[src/rtl/pipeline_pkg.sv]
// pipeline_pkg: shared widths, index/word types and the hardwired zero register index
package pipeline_pkg;
  localparam int DATA_W = 32;
  localparam int ADDR_W = 5;
  localparam int NUM_REGS = 32;
  typedef logic [ADDR_W-1:0] reg_idx_t;
  typedef logic [DATA_W-1:0] word_t;
  localparam reg_idx_t ZERO_REG = '0;
endpackage

[src/rtl/wb_mux.sv]
// wb_mux: write-back select between memory result and ALU result
module wb_mux #(
  parameter int W = 32
) (
  input  logic         memtoreg_in,
  input  logic [W-1:0] memres_in,
  input  logic [W-1:0] alures_in,
  output logic [W-1:0] wb_data
);
  assign wb_data = memtoreg_in ? memres_in : alures_in;
endmodule

[src/rtl/wb_regfile.sv]
// wb_regfile: MIPS write-back stage and 32x32 register file; WB_BYPASS_EN forwards the committing write to the read ports
module wb_regfile
  import pipeline_pkg::*;
#(
  parameter int DATA_W = pipeline_pkg::DATA_W,
  parameter int ADDR_W = pipeline_pkg::ADDR_W,
  parameter int NUM_REGS = pipeline_pkg::NUM_REGS
) (
  input  logic              clk,
  input  logic              rst_n,
  input  logic              regwrite_in,
  input  logic              memtoreg_in,
  input  logic [DATA_W-1:0] memres_in,
  input  logic [DATA_W-1:0] alures_in,
  input  logic [ADDR_W-1:0] writeregister_in,
  input  logic [ADDR_W-1:0] rs_addr,
  input  logic [ADDR_W-1:0] rt_addr,
  output logic [DATA_W-1:0] rs_data,
  output logic [DATA_W-1:0] rt_data,
  output logic              wb_en,
  output logic [ADDR_W-1:0] wb_reg,
  output logic [DATA_W-1:0] wb_data
);
  logic [DATA_W-1:0] regs_q [NUM_REGS];
  wb_mux #(.W(DATA_W)) u_mux (
    .memtoreg_in(memtoreg_in),
    .memres_in  (memres_in),
    .alures_in  (alures_in),
    .wb_data    (wb_data)
  );
  assign wb_en  = regwrite_in && (writeregister_in != ADDR_W'(ZERO_REG));
  assign wb_reg = writeregister_in;
  // commit write-back data; r0 is never written so it always reads zero
  always_ff @(posedge clk or negedge rst_n) begin
    if (!rst_n) regs_q <= '{default: '0};
    else if (wb_en) regs_q[writeregister_in] <= wb_data;
  end
`ifdef WB_BYPASS_EN
  logic rs_fwd, rt_fwd;
  assign rs_fwd = rst_n && wb_en && (rs_addr == writeregister_in);
  assign rt_fwd = rst_n && wb_en && (rt_addr == writeregister_in);
`else
  logic rs_fwd, rt_fwd;
  assign rs_fwd = 1'b0;
  assign rt_fwd = 1'b0;
`endif
  // combinational read ports, optionally forwarding the value being committed
  always_comb begin
    rs_data = rs_fwd ? wb_data : regs_q[rs_addr];
    rt_data = rt_fwd ? wb_data : regs_q[rt_addr];
  end
endmodule

[config.mk]
export PLATFORM = sky130hd
export DESIGN_NAME = wb_regfile
export DESIGN_NICKNAME = d
export VERILOG_FILES = /design/src/rtl/pipeline_pkg.sv /design/src/rtl/wb_mux.sv /design/src/rtl/wb_regfile.sv
export SDC_FILE = /design/constraint.sdc
export NUM_CORES = 2
export LEC_CHECK = 0
export CORE_UTILIZATION = 35
export DETAILED_ROUTE_END_ITERATION = 8
export HOLD_SLACK_MARGIN = 0.02
export PLACE_DENSITY = 0.53
export SYNTH_ARGS = -nofsm -noshare
export SYNTH_HDL_FRONTEND = slang
export SYNTH_SLANG_ARGS = --single-unit
[constraint.sdc]
create_clock -name clk -period 2.5 [get_ports clk]
set_input_delay 0.625 -clock clk [delete_from_list [all_inputs] [get_ports clk]]
set_output_delay 0.625 -clock clk [all_outputs]
set_load 0.01 [all_outputs]
* Yosys cells after proc, flatten, opt, wreduce, memory -nomap -nowiden
Index checks and enable logic that the tools add are counted.
Word-level totals: register bits after elaboration 1024, input bits 83, output and inout bits 102
Cells by class: bitwise gates (word level) 3, reductions and logical operators 3, mux-type cells 10, order comparisons 4
Operators by type and width (number):
- $bwmux 1024 | 1
- $bmux 32 s5 | 2
- $mux 32 | 6
- $demux 32 s5 | 1
- $ge 6x6->1 const B | 3
- $not 5->6 | 3
- $lt 6x1->1 const B | 1
- $reduce_bool 5->1 | 1
- $logic_and 1x1->1 | 2

* Depth between registers and ports, before layout
depth in word-level cells 6, gate-level depth with buffers 8, depth with buffers taken out 5

* Cells and area by module
A second synthesis with hierarchy kept.
Unflattened totals: cell total of the unflattened synthesis 4644, area total of the unflattened synthesis 56093.8 sq um
Modules (own cells, without submodules):
- wb_regfile | area an instance 55549.5 sq um, sequential area each 25624.6 sq um, times used 1, cells an instance 4608
- wb_mux | area an instance 544.3 sq um, sequential area each 0.0 sq um, times used 1, cells an instance 36

* Worst setup path after synthesis
No wires, ideal clock.
path type input -> output, start input port rs_addr[1], end output port rs_data[10], arrival time 1813 ps, stages on the path 8, buffers on the path 4, setup slack 62 ps, path through buf_2 > buf_6 > buf_4 > buf_2 > mux2i_1 > nand2_1 > a31oi_1 > nand3_1
Between the ends: word-level cells in the longest chain between the ends 4
RTL lines:
- start, declared | RTL line wb_regfile.sv:16 | input logic [ADDR_W-1:0] rs_addr,
- $not 5->6 (not written as such) | RTL line wb_regfile.sv:49 | rs_data = rs_fwd ? wb_data : regs_q[rs_addr];
- $bmux 32 s5 | RTL line wb_regfile.sv:49
- $mux 32 (not written as such) (2 in series) | RTL line wb_regfile.sv:49
- end, declared | RTL line wb_regfile.sv:18 | output logic [DATA_W-1:0] rs_data,
Every way passes these cells. The select of a mux whose other input is x is not followed.

* Final worst setup path
start input port rt_addr[1], end output port rt_data[17]
Between the ends: word-level cells in the longest chain between the ends 4
RTL lines:
- start, declared | RTL line wb_regfile.sv:17 | input logic [ADDR_W-1:0] rt_addr,
- $not 5->6 (not written as such) | RTL line wb_regfile.sv:50 | rt_data = rt_fwd ? wb_data : regs_q[rt_addr];
- $bmux 32 s5 | RTL line wb_regfile.sv:50
- $mux 32 (not written as such) (2 in series) | RTL line wb_regfile.sv:50
- end, declared | RTL line wb_regfile.sv:19 | output logic [DATA_W-1:0] rt_data,
Every way passes these cells. The select of a mux whose other input is x is not followed.

==> results.toml <==
[synth]
synth_common_cells = "mux2i_1, dfrtp_1, a21oi_1"
syn_area_mm2 = 0.0544
synth_edf_count = 0
seq_area_frac_synth_pct = 47.1
yosysTopAreaCell = "dfrtp_1"
postSynthAreaPerCell_um2 = 9.43
synth_area_leaders = "dfrtp_1, mux2i_1, a21oi_1, nand2_1, o21ai_0"
yosysUniqueCellTypes = 36
synthCells = 5768
synth_seq_cells = 1024
ys_warn_count = 0
yosys.area.top_type_share_pct = 47.1
synth.most_common_cell = "mux2i_1"
synth_flop_cell = "dfrtp_1"
async_flop_share_pct = 100
synth_nets = 5851

[routing]
drt_pass1_iterations = 8
wl_mm = 222
route.detailed.drc = 32
viasPerCell = 5.63
num_vias = 48000
first_iter_violations = 4384
ant_nets = 0
routedWlPerCell_um = 26.0

[die]
die_area_mm2 = 0.157
core_mm2 = 0.154
io_pins = 185
die_h_um = 396
die_x_um = 396
start_util_pct = 35.3
rows = 144

[place]
place_hpwl_mm = 143
dp_slack_ns = -1.63
io_buffers = 184
gp_congestion = 0.895
placed_cells = 8047
placed_cell_area_mm2 = 0.0639

[setup_path]
crit_slowest_cell = "a22o_1"
worstReg2RegStart = "regs_q[932]"
worst_ep_required_time_ns = 1.88
path_class = "in -> out"
slowest_delay_ns = 0.24
worstSetupStartpoint = "rt_addr[1]"
reg2reg_slack_ns = 1.56
cp-start-kind = "input port"
cp.arrival_ns = 2.31
crit_family = "buffers and inverters"
crit_chain = "buf_16 -> buf_16 -> buf_12 -> buf_12 -> buf_8 -> mux2i_2 -> a22o_1 -> nor3_2 -> a31oi_1 -> nand3_2 -> buf_6"
cp_num_buf_inv = 6
crit_fanout = 5
r2r_end = "regs_q[932]"
end_kind = "output port"
r2r_cells = 4

[timing]
finalSetupTns_ns = -21.58
worst_slew_pin_slew_ns = 0.559
post-route-min-period_ns = 2.94
max_slew_margin_pct = 62.7
fin_hold_ws_ns = 0.400
post-route-period-util_pct = 118
setup_slack_ns = -0.440
grt_setup_unrepaired = "yes"
hold_violations = 0
fmax_mhz = 340
setup_viol = 64
slew_violations = 0
clock_skew_ns = 0

[hold_path]
min_to = "regs_q[1017]"
hold_start = "regs_q[1017]"
hold_depth = 0
hold_class = "reg -> reg"

[layout]
postLayoutCoreUtil_pct = 48.8
layout-drive-gt1-share_pct = 24.6
diodes = 0
finalNetCount = 6471
largest_register = "regs_q"
largest_register_ffs = 1024
area_growth_pct = 38.3
fin_cells = 8524
final_cell_area_mm2 = 0.0752
largestRegisters = "regs_q: 1024 flops"

[global_route]
grt_overflow = 0
antenna_found_initial = 3
grt.total_usage_pct = 27.5
grt_pass1_vias = 47100
grt_pass1_wl_mm = 322
grt_max_degree = 94

[cts]
cts_tree = "built"
cts.clk_slew.worst_paths_ns = 0.06
cts_buffer_depth = 3
h-tree-depth = 3
clock-sinks = 1024
clk_latency_ns = 0.75
cts-buffers-inserted = 117
ctsRootBufferMaster = "clkbuf_16"

[run_status]
violations = "DRC, setup timing"
status = "finished with violations"

[power]
total_power_mw = 55.6
peakVddDrop_mv = 0.655
p_leak_nw = 34.6
power.density_mw_per_mm2 = 739

[flow_run]
max-cap-violations = 0
-- metal layers --
layer | part of all wire [%] | track usage, %
met1 | 44 | 38.2
met4 | 3.4 | 8.40
met5 | 0.012 | 0
met3 | 7.0 | 4.46
met2 | 46 | 43.7
-- worst reg2reg max path, cell delays in order, from the launching register on --
cell	delay, ns
dfrtp_1	0.40
buf_6	0.13
buf_4	0.12
nand2_1	0.06
o21ai_0	0.09
-- worst max-delay path by stage --
| stage | depth (start not counted) | slack, ns | to |
|---|---|---|---|
| after floorplan | 8 | 0.06 | rs_data[10] |
| after global placement | 9 | -1.68 | rt_data[30] |
| after detailed placement | 9 | -1.63 | rt_data[30] |
| after CTS | 7 | -0.44 | rs_data[25] |
| after global routing | 7 | -0.47 | rt_data[18] |
| final | 11 | -0.44 | rt_data[17] |
-- logic make-up (layout without fill, tap and decap cells) --
kind of cell | count (synthesis) | after routing | share of synthesized area [%]
simple gates | 1505 | 1505 | 11.6
flops | 1024 | 1024 | 47.1
buf+inv | 614 | 1326 | 5.49
mux | 1056 | 1056 | 19.4
compound gates | 1569 | 1569 | 16.4
-- cell usage in the layout (no fill, tap or decap), types with 14 or more instances in the layout --
cell type           n
dlygate4sd2_1      31
a22oi_1           167
clkinv_2           27
nor2_4             14
inv_1              30
buf_16             50
buf_12            263
a31oi_1            21
clkbuf_8           29
nand3_4            25
mux2i_4            60
buf_4             424
a21oi_2            23
clkdlybuf4s50_1    71
mux2i_1           923
nor3_2             32
nand2_1           670
dfrtp_1          1024
o21ai_0           469
nand2_4            15
buf_6             167
a22oi_2            25
nand3_1           128
nor2_1            514
nand3_2            41
a31oi_4            31
clkbuf_1           18
nor3_4             29
mux2i_2            73
clkbuf_16         136
a21oi_1           680
a22o_1            116
buf_8              37
-- where the power goes --
part / total [mW] / switching, mW / internal, mW
registers: 23.2 / 3.08 / 20.1
logic: 14.2 / 7.38 / 6.84
clock network: 18.2 / 7.49 / 10.7
total: 55.6 / 17.9 / 37.7
-- layout make-up --
class	count	area (um2)
flip-flops and latches	1024	25600
clock buffers	165	3420
fillers	14100	79000
clock inverters	46	616
inverters	32	120
well taps	2044	2560
multi-input cells	4130	28800
repair buffers	1083	14100
-- timing repair --
item / in CTS / in global routing
gates resized for setup: 945 / 217
pin swaps: 229 / 200
cloned: 40 / 20
setup endpoints to repair: 97 / 71
hold buffers: 1 / 0
setup buffers: 197 / 63
hold endpoints to repair: 11 / 0
(Power assumes the default switching activity.)
